**config.mk**
```make
export PLATFORM = sky130hd
export DESIGN_NAME = glitch_scheduler
export DESIGN_NICKNAME = d
export VERILOG_FILES = /design/src/rtl/glitch_pkg.sv /design/src/rtl/glitch_slot_match.sv /design/src/rtl/glitch_scheduler.sv
export SDC_FILE = /design/constraint.sdc
export NUM_CORES = 1
export LEC_CHECK = 0
export ABC_AREA = 1
export CAP_MARGIN = 30
export CELL_PAD_IN_SITES_DETAIL_PLACEMENT = 0
export CELL_PAD_IN_SITES_GLOBAL_PLACEMENT = 1
export CORE_AREA = 2 2 122 124
export DETAILED_ROUTE_END_ITERATION = 10
export DIE_AREA = 0 0 124 126
export PLACE_DENSITY = 0.85
export RECOVER_POWER = 50
export SLEW_MARGIN = 25
export SYNTH_ARGS = -nofsm -noshare
export SYNTH_HDL_FRONTEND = slang
export SYNTH_SLANG_ARGS = --single-unit
```
**constraint.sdc**
```tcl
create_clock -name clk -period 2.5 [get_ports clk]
set_input_delay 0.375 -clock clk [delete_from_list [all_inputs] [get_ports clk]]
set_output_delay 0.375 -clock clk [all_outputs]
set_load 0.005 [all_outputs]
```
**src/rtl/glitch_pkg.sv**
```systemverilog
// glitch_pkg: shared types for the glitch scheduler.
//   state_e    - scheduler state encoding.
//   slot_cfg_t - slot configuration word {en, cycle, delay, width}, MSB first,
//                laid out for the default widths. Modules built with other
//                widths declare a local struct with the same field order.
//   CFG_W      - width of slot_cfg_t (and of cfg_wdata at default widths).
package glitch_pkg;

  localparam int DEF_CYC_W = 16;
  localparam int DEF_TAP_W = 4;
  localparam int CFG_W     = 1 + DEF_CYC_W + 2 * DEF_TAP_W;

  typedef enum logic [1:0] {
    IDLE,
    ARMED,
    RUN,
    DONE
  } state_e;

  typedef struct packed {
    logic                 en;
    logic [DEF_CYC_W-1:0] cycle;
    logic [DEF_TAP_W-1:0] delay;
    logic [DEF_TAP_W-1:0] width;
  } slot_cfg_t;

endpackage

```
**src/rtl/glitch_slot_match.sv**
```systemverilog
// glitch_slot_match: one glitch slot. Holds the slot configuration and a
// per-run fired flag, and reports a match when the slot is enabled, has not
// fired this run, and its cycle equals the count the scheduler will show in
// the coming cycle.
//   clk, rst_n - clock, asynchronous active-low reset
//   we         - load wdata into the slot register
//   wdata      - {en, cycle, delay, width}
//   clear      - clear the fired flag (run start)
//   eval       - the scheduler will be in RUN next cycle
//   cnt_next   - cycle count for the next cycle
//   match      - slot fires in the next cycle
//   delay      - stored delay tap
//   width      - stored width tap
module glitch_slot_match
  import glitch_pkg::*;
#(
  parameter  int CYC_W = DEF_CYC_W,
  parameter  int TAP_W = DEF_TAP_W,
  localparam int WD_W  = 1 + CYC_W + 2 * TAP_W
) (
  input  logic             clk,
  input  logic             rst_n,
  input  logic             we,
  input  logic [WD_W-1:0]  wdata,
  input  logic             clear,
  input  logic             eval,
  input  logic [CYC_W-1:0] cnt_next,
  output logic             match,
  output logic [TAP_W-1:0] delay,
  output logic [TAP_W-1:0] width
);

  typedef struct packed {
    logic             en;
    logic [CYC_W-1:0] cycle;
    logic [TAP_W-1:0] delay;
    logic [TAP_W-1:0] width;
  } slot_t;

  slot_t slot_q;
  logic  fired_q;

  // NOTE: the slot register is a handful of flops, not a RAM, so it is reset;
  // after reset every slot must read as disabled.
  always_ff @(posedge clk or negedge rst_n) begin
    if (!rst_n) begin
      slot_q  <= '0;
      fired_q <= 1'b0;
    end else begin
      if (we) slot_q <= wdata;
      if (clear)      fired_q <= 1'b0;
      else if (match) fired_q <= 1'b1;
    end
  end

  assign match = eval && slot_q.en && !fired_q && (slot_q.cycle == cnt_next);
  assign delay = slot_q.delay;
  assign width = slot_q.width;

endmodule

```
**src/rtl/glitch_scheduler.sv**
```systemverilog
// glitch_scheduler: fault-injection sequencer. After arm, waits for a rising
// edge on trigger, then counts cycles and emits a one-cycle fire strobe with
// the slot's delay/width taps when the count reaches a slot's cycle offset.
//   clk, rst_n      - reference clock, asynchronous active-low reset
//   cfg_we/addr/wdata - slot write {en, cycle, delay, width}; IDLE/DONE only
//   arm, abort      - run start / return to IDLE (abort wins)
//   trigger         - DUT trigger GPIO, synchronous to clk
//   fire, fire_delay, fire_width - glitch strobe and taps (taps 0 when idle)
//   cycle_cnt       - cycles since trigger rising edge
//   busy, done      - ARMED/RUN, DONE
//   fired_cnt       - glitches emitted this run (saturating)
//   collision       - sticky: several slots matched in one cycle
//   overflow        - sticky: cycle_cnt saturated while trigger was high
module glitch_scheduler
  import glitch_pkg::*;
#(
  parameter  int NUM_SLOTS = 2,
  parameter  int CYC_W     = DEF_CYC_W,
  parameter  int TAP_W     = DEF_TAP_W,
  localparam int ADDR_W    = (NUM_SLOTS > 1) ? $clog2(NUM_SLOTS) : 1,
  localparam int WD_W      = 1 + CYC_W + 2 * TAP_W
) (
  input  logic              clk,
  input  logic              rst_n,
  input  logic              cfg_we,
  input  logic [ADDR_W-1:0] cfg_addr,
  input  logic [WD_W-1:0]   cfg_wdata,
  input  logic              arm,
  input  logic              abort,
  input  logic              trigger,
  output logic              fire,
  output logic [TAP_W-1:0]  fire_delay,
  output logic [TAP_W-1:0]  fire_width,
  output logic [CYC_W-1:0]  cycle_cnt,
  output logic              busy,
  output logic              done,
  output logic [3:0]        fired_cnt,
  output logic              collision,
  output logic              overflow
);

  state_e           state_q, state_d;
  logic             trigger_q;
  logic [CYC_W-1:0] cnt_d;
  logic             start;
  logic             set_ovf;
  logic             eval;
  logic             cfg_ok;
  logic             multi;

  logic [NUM_SLOTS-1:0] match;
  logic [TAP_W-1:0]     slot_delay [NUM_SLOTS];
  logic [TAP_W-1:0]     slot_width [NUM_SLOTS];
  logic [TAP_W-1:0]     sel_delay, sel_width;

  // NOTE: every signal written here gets a default first, so no path through
  // the case leaves it unassigned and no latch is inferred.
  always_comb begin
    state_d = state_q;
    cnt_d   = cycle_cnt;
    start   = 1'b0;
    set_ovf = 1'b0;
    if (abort) begin
      state_d = IDLE;
    end else begin
      case (state_q)
        IDLE, DONE: begin
          if (arm) begin
            state_d = ARMED;
            start   = 1'b1;
          end
        end
        ARMED: begin
          if (trigger && !trigger_q) begin
            state_d = RUN;
            cnt_d   = '0;
          end
        end
        RUN: begin
          if (!trigger) begin
            state_d = DONE;
          end else if (&cycle_cnt) begin
            state_d = DONE;
            set_ovf = 1'b1;
          end else begin
            cnt_d = cycle_cnt + CYC_W'(1);
          end
        end
        default: state_d = IDLE;
      endcase
    end
    if (start) cnt_d = '0;
  end

  // Slots compare against the count of the coming cycle and only when that
  // cycle is a RUN cycle, so fire lines up with cycle_cnt and a trigger fall
  // suppresses the strobe.
  assign eval   = (state_d == RUN);
  assign cfg_ok = cfg_we && ((state_q == IDLE) || (state_q == DONE));
  assign multi  = (match & (match - NUM_SLOTS'(1))) != '0;

  for (genvar i = 0; i < NUM_SLOTS; i++) begin : g_slot
    glitch_slot_match #(
      .CYC_W (CYC_W),
      .TAP_W (TAP_W)
    ) u_slot (
      .clk      (clk),
      .rst_n    (rst_n),
      .we       (cfg_ok && (cfg_addr == ADDR_W'(i))),
      .wdata    (cfg_wdata),
      .clear    (start),
      .eval     (eval),
      .cnt_next (cnt_d),
      .match    (match[i]),
      .delay    (slot_delay[i]),
      .width    (slot_width[i])
    );
  end

  // Walk from the top so the lowest matching index is the last to assign.
  always_comb begin
    sel_delay = '0;
    sel_width = '0;
    for (int i = NUM_SLOTS - 1; i >= 0; i--) begin
      if (match[i]) begin
        sel_delay = slot_delay[i];
        sel_width = slot_width[i];
      end
    end
  end

  // NOTE: sequential state uses non-blocking assignments so every register
  // samples pre-edge values regardless of statement order.
  always_ff @(posedge clk or negedge rst_n) begin
    if (!rst_n) begin
      state_q    <= IDLE;
      trigger_q  <= 1'b0;
      cycle_cnt  <= '0;
      fire       <= 1'b0;
      fire_delay <= '0;
      fire_width <= '0;
      busy       <= 1'b0;
      done       <= 1'b0;
      fired_cnt  <= '0;
      collision  <= 1'b0;
      overflow   <= 1'b0;
    end else begin
      state_q    <= state_d;
      trigger_q  <= trigger;
      cycle_cnt  <= cnt_d;
      fire       <= |match;
      fire_delay <= sel_delay;
      fire_width <= sel_width;
      busy       <= (state_d == ARMED) || (state_d == RUN);
      done       <= (state_d == DONE);
      if (start) begin
        fired_cnt <= '0;
        collision <= 1'b0;
        overflow  <= 1'b0;
      end else begin
        if (|match && (fired_cnt != 4'hF)) fired_cnt <= fired_cnt + 4'd1;
        if (multi)   collision <= 1'b1;
        if (set_ovf) overflow  <= 1'b1;
      end
    end
  end

endmodule

```
==> results_dict.tcl, run 1 <==
set metrics [dict create \
    status "complete, but fails checks" \
    failed_checks "capacitance limit, slew limit, setup timing" \
    area_delta_synth_final_pct 48.2 \
    ir_worst_vdd_v 0.000631 \
    wl_mm 14.7 \
    p_leak_nw 3.74 \
    dp.cells 1050 \
    clk_pin_slew_worst_paths_ns 0.07 \
    p_sw_mw 2.72 \
    yosys_warnings 0 \
    seqPwrFrac 0.325 \
    nNetsFinal 929 \
    maxSlewViolCount 41 \
    syn-num-nets 749 \
    fin_crit_sh 1.05 \
    grt_setup_unrepaired "yes" \
    synth_cell_types 32 \
    slowest_stage "dfrtp_1" \
    root_buffer "clkbuf_16" \
    num_rows 44 \
    p_int_mw 4.07 \
    cellPowerDensity_nw_per_um2 907 \
    vias_per_cell 4.76 \
    synth_seq_area_share 0.436 \
    ctsLongestPathBuffers 2 \
    worstPathBufferInverterCount 3 \
    slew_headroom -0.435 \
    syn_area_per_cell_um2 7.12 \
    gr-usage-all-layers 0.199 \
    finalHoldViolCount 0 \
    max_freq_ghz 0.379 \
    timing.rr.end "fire_delay[1]" \
    gp_congestion 0.959 \
    cts-htree-levels 3 \
    ys_seq_elements 88 \
    critPathLaunch "cycle_cnt[0]" \
    finalInstanceArea_um2 7490 \
    worst_pin_slew_ns 2.15 \
    layout.cells.non_filler 1079 \
    rr_startpoint "cycle_cnt[0]" \
    drtIter0Drc 355 \
    dieArea_um2 15600 \
    synth_area_leader_cell "dfrtp_1" \
    reg2reg_setup_slack_ns -0.14 \
    cp_cell_sequence "ha_2 -> nand3_2 -> nor2_2 -> nand2_2 -> buf_4 -> buf_6 -> nand4_1 -> nand2_2 -> buf_4 -> nand4_1 -> nand2_2 -> nor2_1 -> nand2_1 -> nor2_2 -> nand4_1 -> nor2_4 -> nand3_1 -> nand2_1" \
    final_common_cell "nand2_1" \
    combPwrFrac 0.467 \
    core_um2 14300 \
    cp-start-kind "register" \
    grt_pass1_vias 4990 \
    die_x_um 124 \
    finalSetupViolations 15 \
    clockPowerShare 0.208 \
    portBuffers 64 \
    crit_type "reg2reg" \
    cts_tree "yes" \
    drtAntennaViolNets 0 \
    vias 5137 \
    cp_slowest_stage_delay_ns 0.37 \
    die_h_um 126 \
    cts_inserted_buffers 9 \
    netSwitchingFraction 0.401 \
    firstDrtPassIters 5 \
    synth_area_leaders "dfrtp_1 44%, nand2_1 17%, inv_1 7.4%, nand3_1 5.5%, o21ai_0 5.5%" \
    wl_per_cell_um 13.7 \
    fill_cells 1372 \
    critPathTopFamily "simple AND/OR/NAND/NOR gates" \
    antenna_found_initial 0 \
    max-cap-violations 1 \
    synth-main-ff-cell "dfrtp_1" \
    antenna_cells 0 \
    clk_latency_ns 0.35 \
    grt_max_degree 51 \
    grt_pass1_wl_mm 24.2 \
    dp_hpwl_mm 11.3 \
    endpoint "fire_delay[1]" \
    cp.depth 18 \
    rr_worst_depth 18 \
    cp_max_fo 5 \
    whs_ns 0.434 \
    final_cell_mix "201 x nand2_1, 111 x buf_4, 97 x inv_1" \
    start_util 0.353 \
    overflow 0 \
    drive_above_1_share 0.275 \
    fin_skew_ns 0.00959 \
    regArea_um2 2200 \
    worstPathArrival_ns 2.92 \
    multi_input_area_um2 2730 \
    placed_cell_area_um2 6690 \
    synth_edf_count 0 \
    cp-end-kind "register" \
    synthDominantCellAreaShare 0.436 \
    netlist_area_um2 5050 \
    drc 0 \
    cts.sinks 88 \
    netlist_instances 710 \
    synthArstFlopShare 1.00 \
    required_ns 2.78 \
    period_needed_ns 2.64 \
    top_level_ports 65 \
    min_path_type "in2reg" \
    cts.hold.buffers_added 0 \
    setup_slack_ns -0.136 \
]
[per-layer routing]
metal,up-vias,global-route usage,wire (um)
li1,2609,-,-
met1,2393,0.265,6690
met2,106,0.336,7210
met3,29,0.0231,499
met4,0,0.0648,352
met5,-,0,0
[cells by family after synthesis]
family,count (synthesis),share of synthesized area
xor+xnor,4,0.00694
flops,88,0.436
buf+inv,125,0.0961
simple gates,406,0.361
fa+ha+maj,7,0.0173
compound gates,80,0.0830
[area by class of cell]
type / instances / area share
Timing Repair Buffer: 185 / 0.213
Clock inverter: 6 / 0.0100
Inverter: 108 / 0.0548
Multi-Input combinational cell: 498 / 0.365
Sequential cell: 88 / 0.294
Clock buffer: 10 / 0.0319
Tap cell: 184 / 0.0308
[metrics by stage]
stage | power (mW) | util | setup WS (ns) | setup TNS, ns
after floorplan | 3.76 | - | 0.00331 | 0
after global placement | 4.95 | 0.467 | -0.562 | -8.28
after detailed placement | 4.98 | 0.467 | -0.597 | -8.84
after CTS | 6.66 | 0.513 | -0.135 | -1.58
after global routing | 7.32 | 0.523 | -0.355 | -13.69
final | 6.79 | 0.523 | -0.136 | -1.32
[how the worst min path moves through the flow]
| stage | startpoint | end | slack, ns | cells after the start |
|---|---|---|---|---|
| 2_1_floorplan | rst_n | busy | 0.08 | 0 |
| 3_3_place_gp | rst_n | cycle_cnt[9] | 0.38 | 1 |
| 3_5_place_dp | rst_n | cycle_cnt[9] | 0.38 | 1 |
| 4_1_cts | rst_n | cycle_cnt[9] | 0.02 | 1 |
| 5_1_grt | trigger | trigger_q | 0.43 | 1 |
| 6_report | trigger | trigger_q | 0.43 | 1 |
[Yosys cell counts, types with 7 or more instances]
cell type	number
nand2_1	228
nand2_2	10
nand3_1	56
ha_1	7
inv_1	100
nand3b_1	15
o21ai_0	56
a21oi_1	16
clkbuf_1	13
nor2_1	54
dfrtp_1	88
nand4_1	21
[worst reg2reg max path, stage by stage (launching register included)]
cell and delay, ns:
dfrtp_1 0.37, ha_2 0.21, nand3_2 0.10, nor2_2 0.11, nand2_2 0.11, buf_4 0.15
buf_6 0.12, nand4_1 0.12, nand2_2 0.09, buf_4 0.14, nand4_1 0.09, nand2_2 0.09
nor2_1 0.09, nand2_1 0.07, nor2_2 0.10, nand4_1 0.22, nor2_4 0.24, nand3_1 0.09
nand2_1 0.08
[power groups by stage]
stage,Combinational [mW],Clock [mW],Sequential [mW]
after global routing,3.57,1.49,2.27
after CTS,3.03,1.43,2.20
after floorplan,1.61,0,2.14
after detailed placement,2.77,0,2.21
after global placement,2.74,0,2.21
final,3.17,1.41,2.21
[state kept, by name (all words and copies together) (netlist names), 2 cells and up]
register               cells
g_slot.u_slot.fired_q      2
g_slot.u_slot.width        8
state_q                    2
g_slot.u_slot.slot_q      34
fire_width                 4
fire_delay                 4
g_slot.u_slot.delay        8
cycle_cnt                 16
fired_cnt                  4
[repair_timing]
item                       CTS  global route
setup buffers               10             4
gates resized for setup     75            36
cloned                       1             0
pin swaps                   27            12
setup endpoints to repair   16            16
Power figures use the tool's default switching activity.
==> run 2, diff against run 1 <==
ABC_AREA = default   (was 1)
PLACE_DENSITY = 0.86   (was 0.85)
==> run 2 against run 1 <==
The run ends with setup timing left. Final cell count down 3.7%. Synthesized cell count fell by 16%. Clock power barely moved. Clock skew rose by 0.0072 ns.
==> results_dict.tcl, run 2 <==
set metrics [dict create \
    die_h_um 126 \
    portBuffers 64 \
    clk_latency_ns 0.36 \
    combPwrFrac 0.342 \
    slowest_stage "dfrtp_1" \
    num_rows 44 \
    ctsLongestPathBuffers 2 \
    root_buffer "clkbuf_16" \
    fin_skew_ns 0.0168 \
    gr-usage-all-layers 0.326 \
    wl_per_cell_um 23.5 \
    vias_per_cell 5.89 \
    worst_pin_slew_ns 0.949 \
    p_int_mw 3.18 \
    grt_pass1_vias 6271 \
    ir_worst_vdd_v 0.000388 \
    cp-end-kind "register" \
    failed_checks "setup timing" \
    required_ns 2.74 \
    top_level_ports 65 \
    gp_congestion 0.996 \
    cts-htree-levels 3 \
    synth_mux_area_frac 0.122 \
    cp-start-kind "register" \
    max_freq_ghz 0.279 \
    synth_compound_area_frac 0.184 \
    pre_cts_ws_ns -1.43 \
    p_sw_mw 1.72 \
    regMostFlops "g_slot.u_slot.slot_q" \
    syn-num-nets 632 \
    cp_common_cell "buf_6" \
    nNetsFinal 889 \
    antenna_cells 0 \
    die_x_um 124 \
    syn_area_per_cell_um2 9.49 \
    cp_max_fo 5 \
    synth-main-ff-cell "dfrtp_1" \
    overflow 0 \
    grt_pass1_wl_mm 37.3 \
    cts_tree "yes" \
    drtAntennaViolNets 0 \
    max-cap-violations 0 \
    cp_slowest_stage_delay_ns 0.44 \
    largest_reg_flops 34 \
    synth_common_cells "88 x dfrtp_1, 52 x mux2_2, 40 x nand2_1" \
    synth_top_family_by_area "simple AND/OR/NAND/NOR gates" \
    synth_simple_gate_area_share 0.231 \
    synth_area_leader_cell "dfrtp_1" \
    clockPowerShare 0.285 \
    grt_setup_unrepaired "yes" \
    drc 0 \
    final_common_cell "buf_4" \
    final_util 0.608 \
    critPathTopFamily "simple AND/OR/NAND/NOR gates" \
    synth_edf_count 0 \
    setup_slack_ns -1.09 \
    slew_headroom 0.367 \
    yosys.area_share.adder 0.0156 \
    status "complete, but fails checks" \
    fill_cells 1226 \
    p_leak_nw 3.76 \
    netlist_area_um2 5630 \
    synth_seq_area_share 0.391 \
    worstPathArrival_ns 3.83 \
    yosys_warnings 0 \
    netlist_instances 593 \
    drtIter0Drc 504 \
    finalSetupViolations 16 \
    synth_cell_types 78 \
    seqPwrFrac 0.372 \
    dp_hpwl_mm 19.2 \
    grt_max_degree 58 \
    maxSlewViolCount 0 \
    synthArstFlopShare 1.00 \
    finalHoldViolCount 0 \
    fin_crit_sh 1.44 \
    firstDrtPassIters 5 \
    synth_area_leaders "dfrtp_1 39%, mux2_2 10%, nand3_1 2.8%, nand2_1 2.7%, nor2_1 2.3%" \
    area_delta_synth_final_pct 54.6 \
    top_regs "g_slot.u_slot.slot_q x34, cycle_cnt x16" \
    dieArea_um2 15600 \
    netSwitchingFraction 0.351 \
    clk_pin_slew_worst_paths_ns 0.08 \
    core_um2 14300 \
    regArea_um2 2200 \
    synthXorXnorAreaFrac 0.0109 \
    cts.sinks 88 \
    min_path_type "reg2reg" \
    final_cell_mix "206 x buf_4, 86 x dfrtp_1, 56 x clkdlybuf4s50_1" \
    vias 6122 \
    yosysMostFrequentCell "dfrtp_1" \
    crit_type "reg2reg" \
    cts_inserted_buffers 9 \
    cellPowerDensity_nw_per_um2 564 \
    worstPathBufferInverterCount 3 \
    cp_cell_sequence "ha_4 -> inv_2 -> a22oi_2 -> nor2_1 -> nor3b_2 -> ha_2 -> buf_6 -> nand3b_1 -> a221o_1 -> a2111oi_4 -> nand4_1 -> or4_4 -> nor4_4 -> and2_4 -> buf_6 -> o21ai_1" \
    period_needed_ns 3.59 \
    power_mw 4.90 \
    antenna_found_initial 0 \
    drive_above_1_share 0.427 \
    start_util 0.393 \
    wl_mm 24.5 \
    ys_seq_elements 88 \
    multi_input_area_um2 3570 \
    synthDominantCellAreaShare 0.391 \
]
## run 2: final timing paths
kind / from / endpoint / slack, ns / cells after the start
max in group asynchronous: rst_n / cycle_cnt[0] / 0.38 / 3
min in group asynchronous: rst_n / busy / 0.70 / 2
hold reg to reg: g_slot[0].u_slot.fired_q / g_slot[0].u_slot.fired_q / 0.48 / 1
setup / recovery: state_q[1] / fire_delay[0] / -1.09 / 16
setup reg to reg: state_q[1] / fire_delay[0] / -1.09 / 16
hold / removal: g_slot[0].u_slot.fired_q / g_slot[0].u_slot.fired_q / 0.48 / 1
## run 2: what timing repair did
action / 4_1_cts / 5_1_grt
resized for setup: 60 / 17
buffers inserted: 8 / 2
cloned: 2 / 0
hold endpoints to repair: 14 / 0
pin swaps: 24 / 11
hold buffers: 1 / 0
setup endpoints to repair: 18 / 19
## run 2: cell type report
cell class	count	area share
Clock inverter	7	0.00820
Inverter	25	0.0108
Tap cell	184	0.0265
Clock buffer	9	0.0259
Sequential cell	88	0.253
Multi-Input combinational cell	444	0.410
Timing Repair Buffer	282	0.265
## run 2: power by group through the flow
stage / Clock, mW / Combinational, mW / Sequential [mW]
after floorplan: 0 / 0.749 / 1.81
after global placement: 0 / 1.56 / 1.84
after detailed placement: 0 / 1.57 / 1.85
after CTS: 1.41 / 1.65 / 1.82
after global routing: 1.46 / 1.79 / 1.85
final: 1.40 / 1.68 / 1.82
## run 2: layer usage
metal  track usage  vias up  routed length, um
met5             0        -                  0
met4         0.144        0               1070
met3        0.0548       67               1690
met2         0.516      265              11300
met1         0.438     3003              10400
li1              -     2787                  -
## run 2: logic make-up (layout without fill, tap and decap cells)
logic type	after synthesis	in the layout
AOI/OAI and AO/OA	142	142
xor gates and xnor gates	7	7
adders and majority gates	7	7
buffers and inverters	61	323
DFF	88	88
muxes	62	62
and+or+nand+nor	226	226
## run 2: through the flow
step | hold WS (ns) | area [um^2] | TNS [ns] | cells
final | 0.484 | 8700 | -16.48 | 1039
after global routing | 0.512 | 8700 | -19.34 | 1039
after CTS | 0.487 | 8620 | -15.90 | 1037
after detailed placement | 0.376 | 7960 | -22.86 | 1010
after global placement | 0.372 | 7950 | -22.10 | 1009
after floorplan | 0.0794 | 5730 | -12.71 | 593
